===== config.mk =====
export PLATFORM = sky130hd
export DESIGN_NAME = pipe_mux_nx1
export DESIGN_NICKNAME = d
export VERILOG_FILES = /design/src/rtl/pipe_mux_nx1.sv
export SDC_FILE = /design/constraint.sdc
export NUM_CORES = 1
export LEC_CHECK = 0
export ABC_AREA = 1
export BUFFER_PORTS_ARGS = -buffer_cell sky130_fd_sc_hd__buf_4
export CORE_MARGIN = 4
export CORE_UTILIZATION = 48
export CTS_CLUSTER_SIZE = 24
export DETAILED_ROUTE_END_ITERATION = 12
export PLACE_DENSITY = 0.85
export RECOVER_POWER = 25
export SYNTH_ARGS = -nofsm -noshare
export SYNTH_HDL_FRONTEND = slang
export SYNTH_SLANG_ARGS = --single-unit

===== constraint.sdc =====
create_clock -name clk -period 1.95 [get_ports clk]
set_input_delay 0.39 -clock clk [delete_from_list [all_inputs] [get_ports clk]]
set_output_delay 0.39 -clock clk [all_outputs]
set_load 0.1 [all_outputs]

===== src/rtl/pipe_mux_nx1.sv =====
// rtl/pipe_mux_nx1.sv - N:1 selector with one registered output stage and valid/ready flow control
// Out-of-range selects load DEFAULT and raise sel_err; accepted transfers are counted modulo 2^16.
module pipe_mux_nx1 #(
   parameter int               WIDTH   = 16,
   parameter int               N       = 4,
   parameter int               SEL_W   = 2,
   parameter logic [WIDTH-1:0] DEFAULT = '0
) (
   input  logic                 clk,
   input  logic                 reset,
   input  logic [N*WIDTH-1:0]   in_data,
   input  logic [SEL_W-1:0]     sel,
   input  logic                 in_valid,
   output logic                 in_ready,
   output logic [WIDTH-1:0]     out_data,
   output logic [SEL_W-1:0]     out_sel,
   output logic                 sel_err,
   output logic                 out_valid,
   input  logic                 out_ready,
   output logic [15:0]          xfer_cnt
);

   generate
      if (N < 2 || N > (1 << SEL_W)) begin : g_bad_params
         $error("pipe_mux_nx1: N must be in 2..2**SEL_W");
      end
   endgenerate

   // One extra bit so N == 2**SEL_W is representable in the range compare.
   localparam logic [SEL_W:0] N_LIM = (SEL_W + 1)'(N);

   typedef enum logic {
      EMPTY = 1'b0,
      FULL  = 1'b1
   } state_t;

   state_t           state;
   logic             accept;
   logic             drain;
   logic             sel_oor;
   logic [WIDTH-1:0] pick;

   assign out_valid = (state == FULL);
   assign in_ready  = (state == EMPTY) | out_ready;
   assign accept    = in_valid & in_ready;
   assign drain     = (state == FULL) & out_ready;
   assign sel_oor   = ({1'b0, sel} >= N_LIM);

   always_comb begin
      pick = DEFAULT;
      for (int k = 0; k < N; k++) begin
         if (sel == SEL_W'(k)) begin
            pick = in_data[k*WIDTH +: WIDTH];
         end
      end
   end

   always_ff @(posedge clk) begin
      if (reset) begin
         state    <= EMPTY;
         out_data <= '0;
         out_sel  <= '0;
         sel_err  <= 1'b0;
         xfer_cnt <= 16'h0000;
      end else begin
         if (accept) begin
            state    <= FULL;
            out_data <= pick;
            out_sel  <= sel;
            sel_err  <= sel_oor;
            xfer_cnt <= xfer_cnt + 16'h0001;
         end else if (drain) begin
            // Payload registers keep their last values once the entry leaves.
            state <= EMPTY;
         end
      end
   end

endmodule


## Word level (Yosys, flattened, before mapping)

Cells that the tools add are included.

| cells by class | value |
|---|---|
| order comparisons | 0 |
| bitwise operators | 4 |
| shift-type cells | 0 |
| reduce and logical (&&, ||, !) cells | 2 |
| eq/ne operators | 3 |
| mux-type cells | 6 |
| add/sub/neg operators | 1 |
| div/mod/pow operators | 0 |
| multiply operators | 0 |

Operators by type and width:

| cell | number |
|---|---|
| $mux 16 | 4 |
| $add 16x1->16 const B | 1 |
| $eq 2x2->1 const B | 2 |
| $and 1x1->1 | 2 |
| $eq 2x1->1 const B | 1 |
| $logic_not 2->1 | 1 |
| $mux 1 | 2 |
| $reduce_bool 2->1 | 1 |
| $not 1->1 | 1 |
| $or 1x1->1 | 1 |

| storage, ports and cells | value |
|---|---|
| input bits | 70 |
| logic and storage cells | 20 |
| register bits | 35 |
| latch bits | 0 |
| memories kept | 0 |
| bits in writable memories | 0 |
| memory bits (read-only) | 0 |
| output and inout port bits | 37 |

## Logic depth before layout (Yosys ltp)

| logic depth | value |
|---|---|
| word-level depth | 5 |
| depth in mapped cells | 8 |
| gate-level depth less buffers | 8 |

## Worst setup path before layout

No wires, ideal clock.

| timing path | value |
|---|---|
| path kind | reg-to-reg |
| start point | register state, in the netlist out_valid |
| end point | register xfer_cnt[6] |
| cell stages (with the launch flop) | 8 |
| setup time | 0.118 ns |
| buffers on the path | 0 |
| period minus slack after synthesis | 2.444 ns |
| required time | 1.832 ns |
| data arrival time | 2.326 ns |
| path slack | -0.494 ns |
| path through | dfxtp_1 nand2_2 nand2_2 nor2_1 nand2_1 clkinv_1 a21oi_1 nor2_1 |

| on the way | value |
|---|---|
| longest elaborated chain between the ends | 3 |

RTL lines:

| what | RTL line | source |
|---|---|---|
| start, declared | 37 | `state_t state;` |
| start signal, assigned | 60 | `state <= EMPTY;` |
| start signal, assigned | 67 | `state <= FULL;` |
| start signal, assigned | 74 | `state <= EMPTY;` |
| $not 1->1 | 44 | `assign in_ready = (state == EMPTY) \| out_ready;` |
| $or 1x1->1 | 44 |  |
| named net in_ready | 14 | `output logic in_ready,` |
| $and 1x1->1 | 45 | `assign accept = in_valid & in_ready;` |
| end signal, assigned | 71 | `xfer_cnt <= xfer_cnt + 16'h0001;` |
| end, declared | 20 | `output logic [15:0] xfer_cnt` |

The timed path passes the listed nets, and every way through them passes these cells.
A chain may end at the register's enable or synchronous reset.

## Worst setup path in the final report

| timing path | value |
|---|---|
| start point | register xfer_cnt[10] |
| end point | output port xfer_cnt[10] |

No word-level cell between the ends.

==> metrics.csv <==
stage,metric,value,unit
synthesis,top post-synthesis cells by area,"dfxtp_1, a41oi_2, nand2_1, a21oi_1, nand3_1",
cells_and_area,post-layout util,0.716,
synthesis,Seq cells post-synth,35,
cells_and_area,fillers,328,
floorplanning,Rows,23,
worst_setup_path,startpoint types,flop,
hold_path,hold endpoint,xfer_cnt[12],
synthesis,Synth Flop Type,dfxtp_1,
power_and_ir_drop,Sw Share,0.361,
clock_network,cts hold-fix bufs,0,
synthesis,Ys Warns,0,
cells_and_area,Antenna Diode Count,0,
power_and_ir_drop,Int Pwr,1270,uW
detailed_routing,Initial DRT Pass Iterations,4,
worst_setup_path,reg2reg end,out_data[0],
clock_network,CTS tree,yes,
worst_setup_path,Worst R2R Start,out_valid,
global_routing,largest net degree at the start of global routing,26,
power_and_ir_drop,PD cells,692,nW/um^2
power_and_ir_drop,leakage,0.00125,uW
cells_and_area,cell area after layout,2870,um^2
worst_setup_path,"CP delay by family, top",flip-flops,
floorplanning,die width,72.5,um
power_and_ir_drop,Clock Power Share,0.289,
clock_network,post-CTS setup buffers,0,
worst_setup_path,CP cell instances,buf_4,
power_and_ir_drop,total power,1980,uW
worst_setup_path,Worst Path Required,1.56,ns
synthesis,syn nets,342,
clock_network,Num CTS Buffers,5,
cells_and_area,layout cell share with drive strength beyond 1,0.399,
clock_network,clock sink count,35,
detailed_routing,final WL,6270,um
detailed_routing,vias per cell,5.31,
floorplanning,core area,4000,um^2
timing,final hold violations,0,
detailed_routing,Iteration-0 DRC Markers,136,
placement,dpl ws,0.380,ns
clock_network,post-cts gate resize count,0,
hold_path,hold depth,2,
cells_and_area,Layout area overhead,43.6,%
detailed_routing,via count,2246,
synthesis,"area leader, netlist",dfxtp_1,
placement,"Cell Area, Placed",2780,um^2
worst_setup_path,WS Path Type,flop to output port,
clock_network,CTS max path bufs,2,
status,status,finished clean,
placement,# port buffers,105,
synthesis,Post-Syn Area,2000,um^2
power_and_ir_drop,Worst VDD drop,0.564,mV
timing,fmax,669,MHz
cells_and_area,"commonest non-fill, non-tap cell in the layout",buf_4,
synthesis,"Async S/R FF share, synth",0,
worst_setup_path,Critical Path End Type,output port,
floorplanning,io pins,107,
synthesis,Post-synth EDFFs,0,
clock_network,Worst-path clk slew,0.07,ns
timing,Hold Slack,0.328,ns
synthesis,top-area cell type share of the netlist area,0.351,
clock_network,Worst-Skew Late Latency,0.29,ns
worst_setup_path,Worst R2R Path Depth,4,
timing,Setup WS post-layout,0.455,ns
clock_network,CTS Root Cell,clkbuf_8,
global_routing,Total GRT Usage,0.245,
synthesis,Syn Inst Count,271,
synthesis,Synth cell types,30,
hold_path,Hold Path Class,input port to flop,
cells_and_area,most frequent cells in the layout,"buf_4, nand2_1, dfxtp_1",
global_routing,first-pass GRT wire length,10200,um
timing,max-slew violations,0,
clock_network,H-tree depth,2,
global_routing,global route total overflow,0,
cells_and_area,final net count,443,
floorplanning,Die Y,72.5,um
floorplanning,Initial Util,0.499,
global_routing,vias in the first global route,2173,
worst_setup_path,"reg-to-reg slack, setup",0.49,ns
timing,final period utilization,0.767,
worst_setup_path,worst path bufs/invs,1,
timing,setup repair after global routing missed its margin,no,
detailed_routing,DR DRC count,0,
detailed_routing,DRT antenna net count,0,
placement,Final Wtd Congestion,0.865,
timing,min cycle time layout,1.49,ns
global_routing,initial antenna violation count,0,
power_and_ir_drop,Seq pwr share,0.390,
worst_setup_path,critical path's slowest cell,dfxtp_1,
worst_setup_path,CP max FO,7,
synthesis,post-synthesis sequential area ratio,0.351,
timing,final clock skew,0.00331,ns
hold_path,Hold Crit Start,reset,
placement,Post-DP HPWL,4720,um
worst_setup_path,Arrival @ worst endpoint,1.10,ns
worst_setup_path,CP peak stage delay,0.47,ns
timing,setup violators final,0,
floorplanning,Die ar.,5250,um^2
detailed_routing,wire per inst,14.8,um
power_and_ir_drop,power share of the combinational group,0.320,
run,max-cap violations,0,
power_and_ir_drop,Net Sw Power,716,uW
synthesis,Mapped Avg Cell Area,7.36,um^2
==> layout make-up <==
class                           count  area [um^2]  area share
Multi-Input combinational cell    199         1100       0.385
Timing Repair Buffer              108          807       0.282
Sequential cell                    35          703       0.245
Clock buffer                        8          100      0.0349
Inverter                           23         88.8      0.0310
Tap cell                           50         62.6      0.0218
==> state kept, by name, indices dropped and copies added (netlist names) <==
name	cells
out_data	16
out_sel	2
out_valid	1
xfer_cnt	16
==> stage by stage <==
stage	setup TNS (ns)	instances
6_report	0	423
5_1_grt	0	423
3_5_place_dp	0	415
3_3_place_gp	0	415
2_1_floorplan	-0.0413	271
4_1_cts	0	423
==> kinds of logic after synthesis <==
kind of cell / after synthesis / synth area share
flip-flops: 35 / 0.351
adder cells (fa/ha/maj): 1 / 0.00627
other: 1 / 0.00188
buffers and inverters: 37 / 0.0928
AND/OR/NAND/NOR: 123 / 0.290
AO/OA/AOI/OAI: 74 / 0.258
==> Yosys cell counts, types with 3 or more instances <==
library cell,n
nand2_1,49
dfxtp_1,35
a21oi_1,25
nor2_1,25
nand3_1,24
o21ai_0,24
inv_1,18
nand2_2,13
a41oi_2,12
o21ai_1,10
buf_2,7
buf_4,3
nand4_1,3
==> layer usage <==
| layer | share of wire | GRT usage | up-vias | wire length, um |
|---|---|---|---|---|
| met2 | 0.51 | 0.422 | 99 | 3170 |
| met5 | 0 | 0 | - | 0 |
| met1 | 0.38 | 0.300 | 1012 | 2410 |
| met4 | 0.026 | 0.0963 | 0 | 165 |
| li1 | - | - | 1119 | - |
| met3 | 0.084 | 0.0471 | 16 | 526 |
==> power by group through the flow <==
stage               logic (uW)  clock network (uW)  registers (uW)
global route               669                 604             777
CTS                        640                 585             774
finish                     635                 574             773
global placement           632                   0             788
detailed placement         637                   0             790
floorplan                  174                   0            1050
==> how the worst max path moves through the flow <==
stage | startpoint | end | slack [ns] | cells past startpoint
detailed placement | out_ready | xfer_cnt[6] | 0.38 | 9
global route | out_valid | xfer_cnt[6] | 0.36 | 6
global placement | out_ready | xfer_cnt[6] | 0.42 | 9
CTS | xfer_cnt[10] | xfer_cnt[10] | 0.46 | 1
finish | xfer_cnt[10] | xfer_cnt[10] | 0.46 | 1
floorplan | out_valid | xfer_cnt[6] | -0.04 | 7
No activity file was read; power rests on OpenSTA's default activity.
